==> src/rtl/cmp_sort_if.sv <==
// Load/drain stream bundle for cmp_sort_ctrl: a valid/ready word input and a
// valid/ready sorted-word output carrying a last flag.
interface cmp_sort_if;
  logic               in_valid;
  logic               in_ready;
  logic signed [31:0] in_data;
  logic               out_valid;
  logic               out_ready;
  logic signed [31:0] out_data;
  logic               out_last;

  modport slave (
    input  in_valid, in_data, out_ready,
    output in_ready, out_valid, out_data, out_last
  );

  modport master (
    output in_valid, in_data, out_ready,
    input  in_ready, out_valid, out_data, out_last
  );
endinterface

==> src/rtl/cmp_sort_ctrl.sv <==
// Frame sorter: loads DEPTH signed words, bubble-sorts them through one shared
// comparator_gt, then drains ascending. Define CMP_SORT_EARLY_EXIT_EN to stop after a swap-free pass.
module comparator_gt (
  input  logic signed [31:0] a_i,
  input  logic signed [31:0] b_i,
  output logic               gt_o
);
  assign gt_o = a_i > b_i;
endmodule

module cmp_sort_ctrl #(
  parameter int DEPTH = 8,
  parameter int IDX_W = 3
) (
  input  logic        clk,
  input  logic        rst_n,
  cmp_sort_if.slave   s,
  output logic        busy,
  output logic [15:0] cmp_count
);
  typedef enum logic [1:0] {LOAD, SORT, DRAIN} state_e;

  localparam logic [IDX_W-1:0] LAST_W = IDX_W'(DEPTH - 1);
  localparam logic [IDX_W-1:0] LAST_P = IDX_W'(DEPTH - 2);

  state_e             state_q, state_d;
  logic signed [31:0] mem_q [DEPTH];
  logic signed [31:0] mem_d [DEPTH];
  logic [IDX_W-1:0]   wr_ptr_q, wr_ptr_d, rd_ptr_q, rd_ptr_d;
  logic [IDX_W-1:0]   p_q, p_d, j_q, j_d, j_nxt;
  logic [15:0]        cnt_q, cnt_d;
  logic               ov_q, ov_d, ol_q, ol_d;
  logic signed [31:0] od_q, od_d;
  logic               gt, pass_end, done;
`ifdef CMP_SORT_EARLY_EXIT_EN
  logic               swp_q, swp_d;
`endif

  assign j_nxt    = j_q + IDX_W'(1);
  assign pass_end = (j_q == LAST_P - p_q);

  comparator_gt u_cmp (.a_i(mem_q[j_q]), .b_i(mem_q[j_nxt]), .gt_o(gt));

  always_comb begin
    state_d  = state_q;
    mem_d    = mem_q;
    wr_ptr_d = wr_ptr_q;
    rd_ptr_d = rd_ptr_q;
    p_d      = p_q;
    j_d      = j_q;
    cnt_d    = cnt_q;
    ov_d     = ov_q;
    ol_d     = ol_q;
    od_d     = od_q;
    done     = 1'b0;
`ifdef CMP_SORT_EARLY_EXIT_EN
    swp_d    = swp_q;
`endif
    case (state_q)
      LOAD: begin
        if (s.in_valid) begin
          mem_d[wr_ptr_q] = s.in_data;
          if (wr_ptr_q == LAST_W) begin
            wr_ptr_d = '0;
            state_d  = SORT;
            p_d      = '0;
            j_d      = '0;
            cnt_d    = '0;
`ifdef CMP_SORT_EARLY_EXIT_EN
            swp_d    = 1'b0;
`endif
          end else begin
            wr_ptr_d = wr_ptr_q + IDX_W'(1);
          end
        end
      end
      SORT: begin
        cnt_d = cnt_q + 16'd1;
        // strict greater-than keeps equal keys in arrival order
        if (gt) begin
          mem_d[j_q]   = mem_q[j_nxt];
          mem_d[j_nxt] = mem_q[j_q];
        end
        if (pass_end) begin
          j_d  = '0;
          p_d  = p_q + IDX_W'(1);
          done = (p_q == LAST_P);
`ifdef CMP_SORT_EARLY_EXIT_EN
          if (!(swp_q || gt)) done = 1'b1;
          swp_d = 1'b0;
`endif
        end else begin
          j_d = j_nxt;
`ifdef CMP_SORT_EARLY_EXIT_EN
          swp_d = swp_q || gt;
`endif
        end
        if (done) begin
          state_d  = DRAIN;
          rd_ptr_d = '0;
          ov_d     = 1'b1;
          ol_d     = 1'b0;
          // first word must reflect the swap landing on this same edge
          od_d     = mem_d[0];
        end
      end
      DRAIN: begin
        if (s.out_ready) begin
          if (ol_q) begin
            state_d  = LOAD;
            rd_ptr_d = '0;
            ov_d     = 1'b0;
            ol_d     = 1'b0;
          end else begin
            rd_ptr_d = rd_ptr_q + IDX_W'(1);
            od_d     = mem_q[rd_ptr_d];
            ol_d     = (rd_ptr_d == LAST_W);
          end
        end
      end
      default: state_d = LOAD;
    endcase
  end

  always_ff @(posedge clk) begin
    if (!rst_n) begin
      state_q  <= LOAD;
      wr_ptr_q <= '0;
      rd_ptr_q <= '0;
      p_q      <= '0;
      j_q      <= '0;
      cnt_q    <= '0;
      ov_q     <= 1'b0;
      ol_q     <= 1'b0;
      od_q     <= '0;
`ifdef CMP_SORT_EARLY_EXIT_EN
      swp_q    <= 1'b0;
`endif
    end else begin
      state_q  <= state_d;
      wr_ptr_q <= wr_ptr_d;
      rd_ptr_q <= rd_ptr_d;
      p_q      <= p_d;
      j_q      <= j_d;
      cnt_q    <= cnt_d;
      ov_q     <= ov_d;
      ol_q     <= ol_d;
      od_q     <= od_d;
`ifdef CMP_SORT_EARLY_EXIT_EN
      swp_q    <= swp_d;
`endif
    end
  end

  // frame storage needs no reset; contents are rewritten by every load
  always_ff @(posedge clk) mem_q <= mem_d;

  assign s.in_ready  = (state_q == LOAD);
  assign s.out_valid = ov_q;
  assign s.out_data  = od_q;
  assign s.out_last  = ol_q;
  assign busy        = (state_q != LOAD);
  assign cmp_count   = cnt_q;
endmodule

==> src/flat_wrapper.sv <==
// flat-port wrapper written by rule: the top's interface ports become plain ports
module cmp_sort_ctrl_flat 
#(
  parameter int DEPTH = 8,
  parameter int IDX_W = 3
)
  (clk, rst_n, busy, cmp_count, s_in_valid, s_in_data, s_out_ready, s_in_ready, s_out_valid, s_out_data, s_out_last);
  cmp_sort_if s_i ();
  input  logic clk;
  input  logic rst_n;
  output logic busy;
  output logic [15:0] cmp_count;
  input wire logic [$bits(s_i.in_valid)-1:0] s_in_valid;
  input wire logic [$bits(s_i.in_data)-1:0] s_in_data;
  input wire logic [$bits(s_i.out_ready)-1:0] s_out_ready;
  output wire logic [$bits(s_i.in_ready)-1:0] s_in_ready;
  output wire logic [$bits(s_i.out_valid)-1:0] s_out_valid;
  output wire logic [$bits(s_i.out_data)-1:0] s_out_data;
  output wire logic [$bits(s_i.out_last)-1:0] s_out_last;
  assign s_i.in_valid = s_in_valid;
  assign s_i.in_data = s_in_data;
  assign s_i.out_ready = s_out_ready;
  assign s_in_ready = s_i.in_ready;
  assign s_out_valid = s_i.out_valid;
  assign s_out_data = s_i.out_data;
  assign s_out_last = s_i.out_last;
  cmp_sort_ctrl #(.DEPTH(DEPTH), .IDX_W(IDX_W)) u_core (.clk(clk), .rst_n(rst_n), .s(s_i), .busy(busy), .cmp_count(cmp_count));
endmodule
==> config.mk <==
export PLATFORM = sky130hd
export DESIGN_NAME = cmp_sort_ctrl_flat
export DESIGN_NICKNAME = d
export VERILOG_FILES = /design/src/rtl/cmp_sort_if.sv /design/src/rtl/cmp_sort_ctrl.sv /design/src/flat_wrapper.sv
export SDC_FILE = /design/constraint.sdc
export NUM_CORES = 1
export LEC_CHECK = 0
export ABC_AREA = 1
export CAP_MARGIN = 20
export CORE_UTILIZATION = 43
export DETAILED_ROUTE_END_ITERATION = 16
export PLACE_DENSITY_LB_ADDON = 0.3
export SYNTH_ARGS = -nofsm -noshare
export SYNTH_HDL_FRONTEND = slang
export SYNTH_SLANG_ARGS = --single-unit
==> constraint.sdc <==
create_clock -name clk -period 6.7 [get_ports clk]
set_input_delay 1.675 -clock clk [delete_from_list [all_inputs] [get_ports clk]]
set_output_delay 1.675 -clock clk [all_outputs]
set_load 0.005 [all_outputs]
# --- Word-level counts from Yosys, hierarchy flattened ---
# Cells that the tools add are included.
totals:
  in_bits: 36
  latchBits: 0
  mem_bits_rw: 0
  reg_bits: 320
  mem_bits_ro: 0
  out_inout_bits: 52
  memories: 0
classes:
  add_sub_neg: 6
  bitwise_logic: 4
  n_div: 0
  magnitude_cmp: 8
  mux: 55
  multipliers: 0
  shift: 0
  n_eq_ne: 14
  n_reduce_logical: 16
ops:
  columns: ["operator", "n"]
  rows:
  - ["bitwise mux 256 bit", 3]
  - ["2-to-1 mux 256 bit", 2]
  - ["one-hot mux 256 bit (2 select lines)", 1]
  - ["2-to-1 mux 32 bit", 12]
  - ["binary-select mux 32 bit (select 3 bit)", 3]
  - ["demux 32 bit (select 3 bit)", 3]
  - ["one-hot mux 32 bit (2 select lines)", 1]
  - ["> comparator 32 bit", 1]
  - ["2-to-1 mux 16 bit", 2]
  - ["one-hot mux 16 bit (2 select lines)", 1]
  - ["2-to-1 mux 3 bit", 8]
  - ["one-hot mux 3 bit (2 select lines)", 3]
  - ["adder 16 x 1 -> 16 bit (second input constant)", 1]
  - [">= comparator 4 bit (second input constant)", 4]
  - ["NOT 3 -> 4 bit", 4]
  - ["adder 3 x 1 -> 3 bit (second input constant)", 4]
  - ["less-than comparator 4 x 1 -> 1 bit (second input constant)", 3]
  - ["AND reduction 4 bit", 3]
  - ["2-to-1 mux 2 bit", 5]
  - ["inequality test 2 x 1 -> 1 bit (second input constant)", 5]
  - ["== test 3 bit (second input constant)", 3]
  - ["AND reduction 3 bit", 3]
  - ["2-to-1 mux 1 bit", 8]
  - ["inequality test 2 bit (second input constant)", 3]
  - ["11 further kinds", 17]

# --- Logic depth before layout (Yosys ltp) ---
logic_depth:
  depth_word: 10
  mapped_depth: 31
  depth_no_buf: 25

# --- By module ---
# A second synthesis with hierarchy kept.
hier_totals:
  hier_cells: 3861
  hier_area_um2: 25600.8
by_module_without_submodules:
  columns: ["mod", "cells_each", "n_inst", "area_each_um2"]
  rows:
  - ["cmp_sort_ctrl", 3688, 1, 24612.4]
  - ["comparator_gt", 173, 1, 988.4]

# --- Worst setup path before layout ---
# OpenSTA, ideal clock, no wires.
synth_timing:
  path_kind: "register to register"
  from: "register u_core.j_q[0]"
  to: "register u_core.mem_q[0] in the netlist's numbering (enable)"
  path_stages_with_launch: 24
  arrival_ns: 4.458
  path_slack_ns: 1.810
  n_path_buf: 3
  path_cell_list: "dfxtp_1 -> ha_1 -> buf_2 -> inv_2 -> buf_2 -> clkbuf_1 -> nand2_1 -> nand2_1 -> nand2_1 -> nand2_2 -> inv_2 -> ha_1 -> a21o_1 -> nor2_1 -> nand2_1 -> nand2_1 -> nand2_1 -> nand2_1 -> nand2_1 -> nand2_2 -> nand4_4 -> nand2_1 -> nand2_1 -> a21oi_1"
synth_via:
  elab_chain_len: 8
  elab_cells_between_ends: 12
  cone_classes: "add/sub: 1; order compare: 1; eq/ne: 1; mux: 6; bitwise: 2; reduce/logical: 1"
synth_lines:
  columns: ["element", "line", "rtl"]
  rows:
  - ["start, declared", "cmp_sort_ctrl.sv:30", "logic [IDX_W-1:0] p_q, p_d, j_q, j_d, j_nxt;"]
  - ["start signal, assigned", "cmp_sort_ctrl.sv:144", "j_q <= j_d;"]
  - ["adder 3 x 1 -> 3 bit", "cmp_sort_ctrl.sv:39", "assign j_nxt = j_q + IDX_W'(1);"]
  - ["NOT 3 -> 4 bit (implied by the code)", "cmp_sort_ctrl.sv:42", "comparator_gt u_cmp (.a_i(mem_q[j_q]), .b_i(mem_q[j_nxt]), .gt_o(gt));"]
  - ["binary-select mux 32 bit (select 3 bit)", "cmp_sort_ctrl.sv:42", null]
  - ["2-to-1 mux 32 bit (implied by the code) (2 in a row)", "cmp_sort_ctrl.sv:42", null]
  - ["> comparator 32 bit (*)", "cmp_sort_ctrl.sv:8", "assign gt_o = a_i > b_i;"]
  - ["inequality test 2 x 1 -> 1 bit (no line) (*)", null, null]
  - ["AND reduction 3 bit (no line) (*)", null, null]
  - ["end signal, assigned", "cmp_sort_ctrl.sv:156", "always_ff @(posedge clk) mem_q <= mem_d;"]
  - ["end, declared", "cmp_sort_ctrl.sv:27", "logic signed [31:0] mem_q [DEPTH];"]
# Mark *: on every way between the ends. The rest lies on a longest branch, timed or not. The select of a mux whose other input is x is not followed.
# A chain may end at the register's enable or synchronous reset.

# --- Worst setup path after layout ---
layout_timing:
  from: "register u_core.j_q[0]"
  to: "register u_core.mem_q[196] in the netlist's numbering (enable)"
# The elaborated chain is that of the path after synthesis.

==> reports/qor.csv <==
stage,metric,value,unit
global_routing,total global routing overflow,0,
yosys,cell area after technology mapping,0.0251,sq mm
global_routing,GRT Util Overall,33.7,%
final_layout,multi-input combinational cell area,0.0138,sq mm
sta,Fin Clk Skew,0.0295,ns
flow_run,total of max-cap violations,0,
clocking,clock transition time at the flip-flop clock pins of the worst setup and hold paths,0.07,ns
yosys,"Avg Cell Area, Syn",6.55,sq um
setup_path,critical path endpoint category,register,
setup_path,count of buffer and inverter cells on the critical path,4,
floorplan,Die X,243,um
pwr,VDD IR max,0.158,mV
floorplan,die extent in y,243,um
clocking,total of cells resized after clock tree synthesis,0,
floorplan,full die area,0.0593,sq mm
setup_path,family with the most delay on the worst path,simple AND/OR/NAND/NOR gates,
clocking,TritonCTS clock tree,yes,
setup_path,critical path's largest stage delay,0.71,ns
yosys,fraction of the mapped netlist area in compound gates,24.1,%
yosys,#FFs+latches synth,320,
min_path,start point of the worst min-delay path,u_core.s.out_valid$_SDFFE_PN0P_,
placement,cell total after placement,4450,
setup_path,WP data arrival,6.02,ns
status,result of the run,finished clean,
detailed_routing,antenna-violating nets left,0,
sta,max-slew violation count,0,
clocking,number of post-CTS setup repair buffers,0,
sta,setup repair after global routing missed its margin,no,
yosys,simple-gate portion of the synthesized area,27.9,%
detailed_routing,mean routed wirelength per cell,22.7,um
sta,period utilization,86.5,%
detailed_routing,DRT Pass-1 Iters,9,
detailed_routing,routed wire length,103000,um
clocking,Hold Buf Count CTS,0,
setup_path,worst path cell trace,ha_4 > buf_4 > nand2_1 > nand2_1 > nand2_1 > nand2_2 > inv_2 > ha_1 > nand2_1 > nor2_1 > nand4_1 > nor2_1 > nand2_1 > nand3_2 > nand4_4 > nand2_1 > inv_1 > nor2_4 > buf_4,
setup_path,capture point of the worst reg-to-reg path,u_core.mem_q[196]$_DFFE_PP_,
setup_path,data required time of the worst path,6.92,ns
final_layout,storage element area,0.00898,sq mm
sta,Final setup viols,0,
final_layout,Post-Route Utilization,47.8,%
floorplan,starting density of the core,43.4,%
clocking,clock insertion delay at the later pin of the skew report,0.59,ns
sta,Final Worst Setup Slack,0.906,ns
placement,total half-perimeter wirelength after legalization and detailed placement,59700,um
clocking,number of sinks driven by the clock tree,320,
sta,final hold vios,0,
clocking,cts bufs inserted,40,
clocking,maximum root-to-sink buffer count,3,
yosys,number of standard cells after synthesis,3825,
placement,placement-stage worst setup slack,1.15,ns
final_layout,"non-filler cells, final",4527,
pwr,Static Leakage,11.3,nW
detailed_routing,vias per std cell,6.13,
global_routing,initial antenna violation count,2,
yosys,Post-Synthesis Net Count,3901,
min_path,worst-case hold path end point,u_core.s.out_valid$_SDFFE_PN0P_,
final_layout,filler cell count in the final layout,5980,
yosys,yosys warns,0,
yosys,fraction of the yosys area taken by sequential cells,35.8,%
sta,final critical-path required period,5.79,ns
placement,port buffer count,87,
yosys,area share of xor/xnor cells in the synthesized design,0.140,%
final_layout,fraction of final layout cells with drive strength greater than 1,6.86,%
clocking,root cell of the clock tree,clkbuf_16,
yosys,mux share of post-synthesis cell area,0,%
floorplan,top-level port count,88,
final_layout,count of nets after finishing,3806,
placement,GP Congestion,0.932,
min_path,cell depth of the worst min-delay path,2,
setup_path,cell with the biggest individual delay on the critical path,dfxtp_4,
final_layout,"Area growth, synth to finish",10.1,%
sta,headroom to the max-slew limit,23.5,%
yosys,post-synthesis cell type count,40,
global_routing,number of global-route vias before repair,25439,
sta,hold slack,0.479,ns
min_path,path type of the worst min-delay path,reg2reg,
yosys,adder and majority cell fraction of the synthesized area,2.00,%
sta,timing-limited maximum frequency,173,MHz
setup_path,biggest fanout along the worst timing path,52,
setup_path,start of the worst register-to-register path,u_core.j_q[0]$_SDFFE_PN0P_,
sta,Final TNS setup,0,ns
yosys,dominant combinational cell family by area after synthesis,simple AND/OR/NAND/NOR gates,
detailed_routing,initial drt markers,4073,
setup_path,kind of critical path,reg2reg,
sta,worst-margin pin slew,1.15,ns
setup_path,cell count of the worst reg-to-reg path,19,
clocking,H-tree level count,2,
setup_path,"most used cell, CP",nand2_1,
detailed_routing,via count,27764,
setup_path,worst setup slack for register-to-register paths,0.91,ns
pwr,Power Dens Cells,183,mW/mm^2
global_routing,pin count of the biggest net entering global routing,114,
floorplan,standard cell core area,0.0577,sq mm
detailed_routing,Residual DRC,0,
floorplan,num rows,88,
global_routing,first-pass GRT wire length,153000,um
setup_path,type of origin of the critical path,register,
final_layout,Inserted Diodes,0,
==> where the power goes <==
part	leakage [nW]	switching (mW)	internal, mW
Clock	0.635	0.953	1.27
Sequential	2.91	0.0369	2.19
Combinational	7.71	0.445	0.163
Total	11.3	1.44	3.62
==> layer usage <==
metal,part of all wire (%),GRT usage [%],vias up
met5,0,0,-
met4,5.4,18.0,0
li1,-,-,12725
met1,38,44.4,12609
met3,13,7.06,366
met2,43,51.5,2064
==> state kept, by name (all words and copies together), names as in the netlist <==
register,count
u_core.j_q,3
u_core.state_q,2
u_core.s.out_last,1
u_core.p_q,3
u_core.rd_ptr_q,3
u_core.s.out_valid,1
u_core.mem_q,256
u_core.wr_ptr_q,3
u_core.cmp_count,16
u_core.s.out_data,32
==> synthesized netlist by cell type <==
master	instances	share of area [%]
a21o_1	1	0.030
o21bai_1	1	0.030
ha_1	40	2.0
nor3_1	8	0.16
nand4_2	1	0.050
inv_2	38	0.57
xnor2_1	2	0.070
clkbuf_1	170	2.5
inv_4	1	0.025
a21oi_1	199	4.0
nor4_1	1	0.025
nor2_1	99	1.5
nor3_2	3	0.12
o2111ai_1	1	0.035
o21ai_2	1	0.035
xor2_1	2	0.070
buf_6	32	1.4
o21a_1	2	0.060
o211a_1	2	0.080
o21ai_0	689	14
clkinv_1	3	0.045
nor2_2	4	0.10
nand2_1	1344	20
a31oi_1	32	0.80
nand2_2	36	0.90
nand4_4	2	0.17
nand3_1	191	3.8
dfxtp_1	64	5.1
inv_1	245	3.7
buf_1	15	0.22
nand3_2	1	0.040
buf_4	14	0.42
edfxtp_1	256	31
nand4_1	34	0.85
o22ai_1	124	3.1
a211oi_1	5	0.15
nor3b_1	1	0.030
o21ai_1	101	2.0
a32oi_1	1	0.035
buf_2	59	1.2
==> area by class of cell <==
class	count	share of cell area (%)
Sequential cell	320	32.5
Inverter	287	3.95
Clock inverter	23	0.739
Multi-Input combinational cell	2928	49.9
Timing Repair Buffer	153	5.47
Clock buffer	51	3.96
Tap cell	765	3.47
==> layout by cell type, fill, tap and decap left out, types with 2 or more instances in the layout <==
| master | count |
|---|---|
| o21ai_1 | 101 |
| nand2_1 | 1343 |
| dfxtp_1 | 60 |
| inv_1 | 242 |
| clkinv_1 | 3 |
| o211a_1 | 2 |
| buf_4 | 56 |
| ha_1 | 38 |
| o22ai_1 | 124 |
| a31oi_1 | 32 |
| inv_6 | 4 |
| nor3_1 | 8 |
| nand3_1 | 174 |
| o21a_1 | 2 |
| clkdlybuf4s50_1 | 86 |
| clkinv_2 | 11 |
| dfxtp_4 | 3 |
| inv_2 | 42 |
| o21ai_0 | 688 |
| buf_16 | 3 |
| xor2_1 | 2 |
| buf_12 | 7 |
| clkbuf_16 | 41 |
| nor2_4 | 7 |
| nor3_4 | 3 |
| clkbuf_8 | 3 |
| nand3_2 | 18 |
| bufinv_16 | 3 |
| a211oi_1 | 5 |
| nor2_2 | 4 |
| nand4_4 | 2 |
| nand4_1 | 34 |
| a21oi_1 | 198 |
| edfxtp_1 | 256 |
| nor2_1 | 92 |
| clkbuf_1 | 7 |
| clkinvlp_4 | 4 |
| nand2_2 | 37 |
==> logic make-up after synthesis <==
kind of cell / after synthesis
compound gates: 1159
xor+xnor: 4
fa+ha+maj: 40
buf+inv: 577
flops: 320
simple gates: 1725
==> through the flow <==
step / cell area (sq um) / power (mW)
after floorplan: 25100 / 2.63
after global placement: 26200 / 2.84
after detailed placement: 26200 / 2.85
after CTS: 27500 / 5.04
after global routing: 27600 / 5.19
final: 27600 / 5.06
==> worst max path at each step <==
| stage | cells after the start | from | to | slack, ns |
|---|---|---|---|---|
| floorplan | 23 | u_core.j_q[0]$_SDFFE_PN0P_ | u_core.mem_q[0]$_DFFE_PP_ | 1.81 |
| global placement | 18 | u_core.j_q[0]$_SDFFE_PN0P_ | u_core.mem_q[103]$_DFFE_PP_ | 1.07 |
| detailed placement | 19 | u_core.j_q[0]$_SDFFE_PN0P_ | u_core.mem_q[223]$_DFFE_PP_ | 1.15 |
| CTS | 19 | u_core.j_q[0]$_SDFFE_PN0P_ | u_core.mem_q[198]$_DFFE_PP_ | 1.06 |
| global route | 19 | u_core.j_q[0]$_SDFFE_PN0P_ | u_core.mem_q[196]$_DFFE_PP_ | 0.67 |
| finish | 19 | u_core.j_q[0]$_SDFFE_PN0P_ | u_core.mem_q[196]$_DFFE_PP_ | 0.91 |
==> tightest hold or removal path, delay by kind of cell (launching register included) <==
family	cells	cell delay, ns
DFF	1	0.31
AOI/OAI and AO/OA	1	0.06
and+or+nand+nor	1	0.07
No activity file was read; power rests on OpenSTA's default activity.
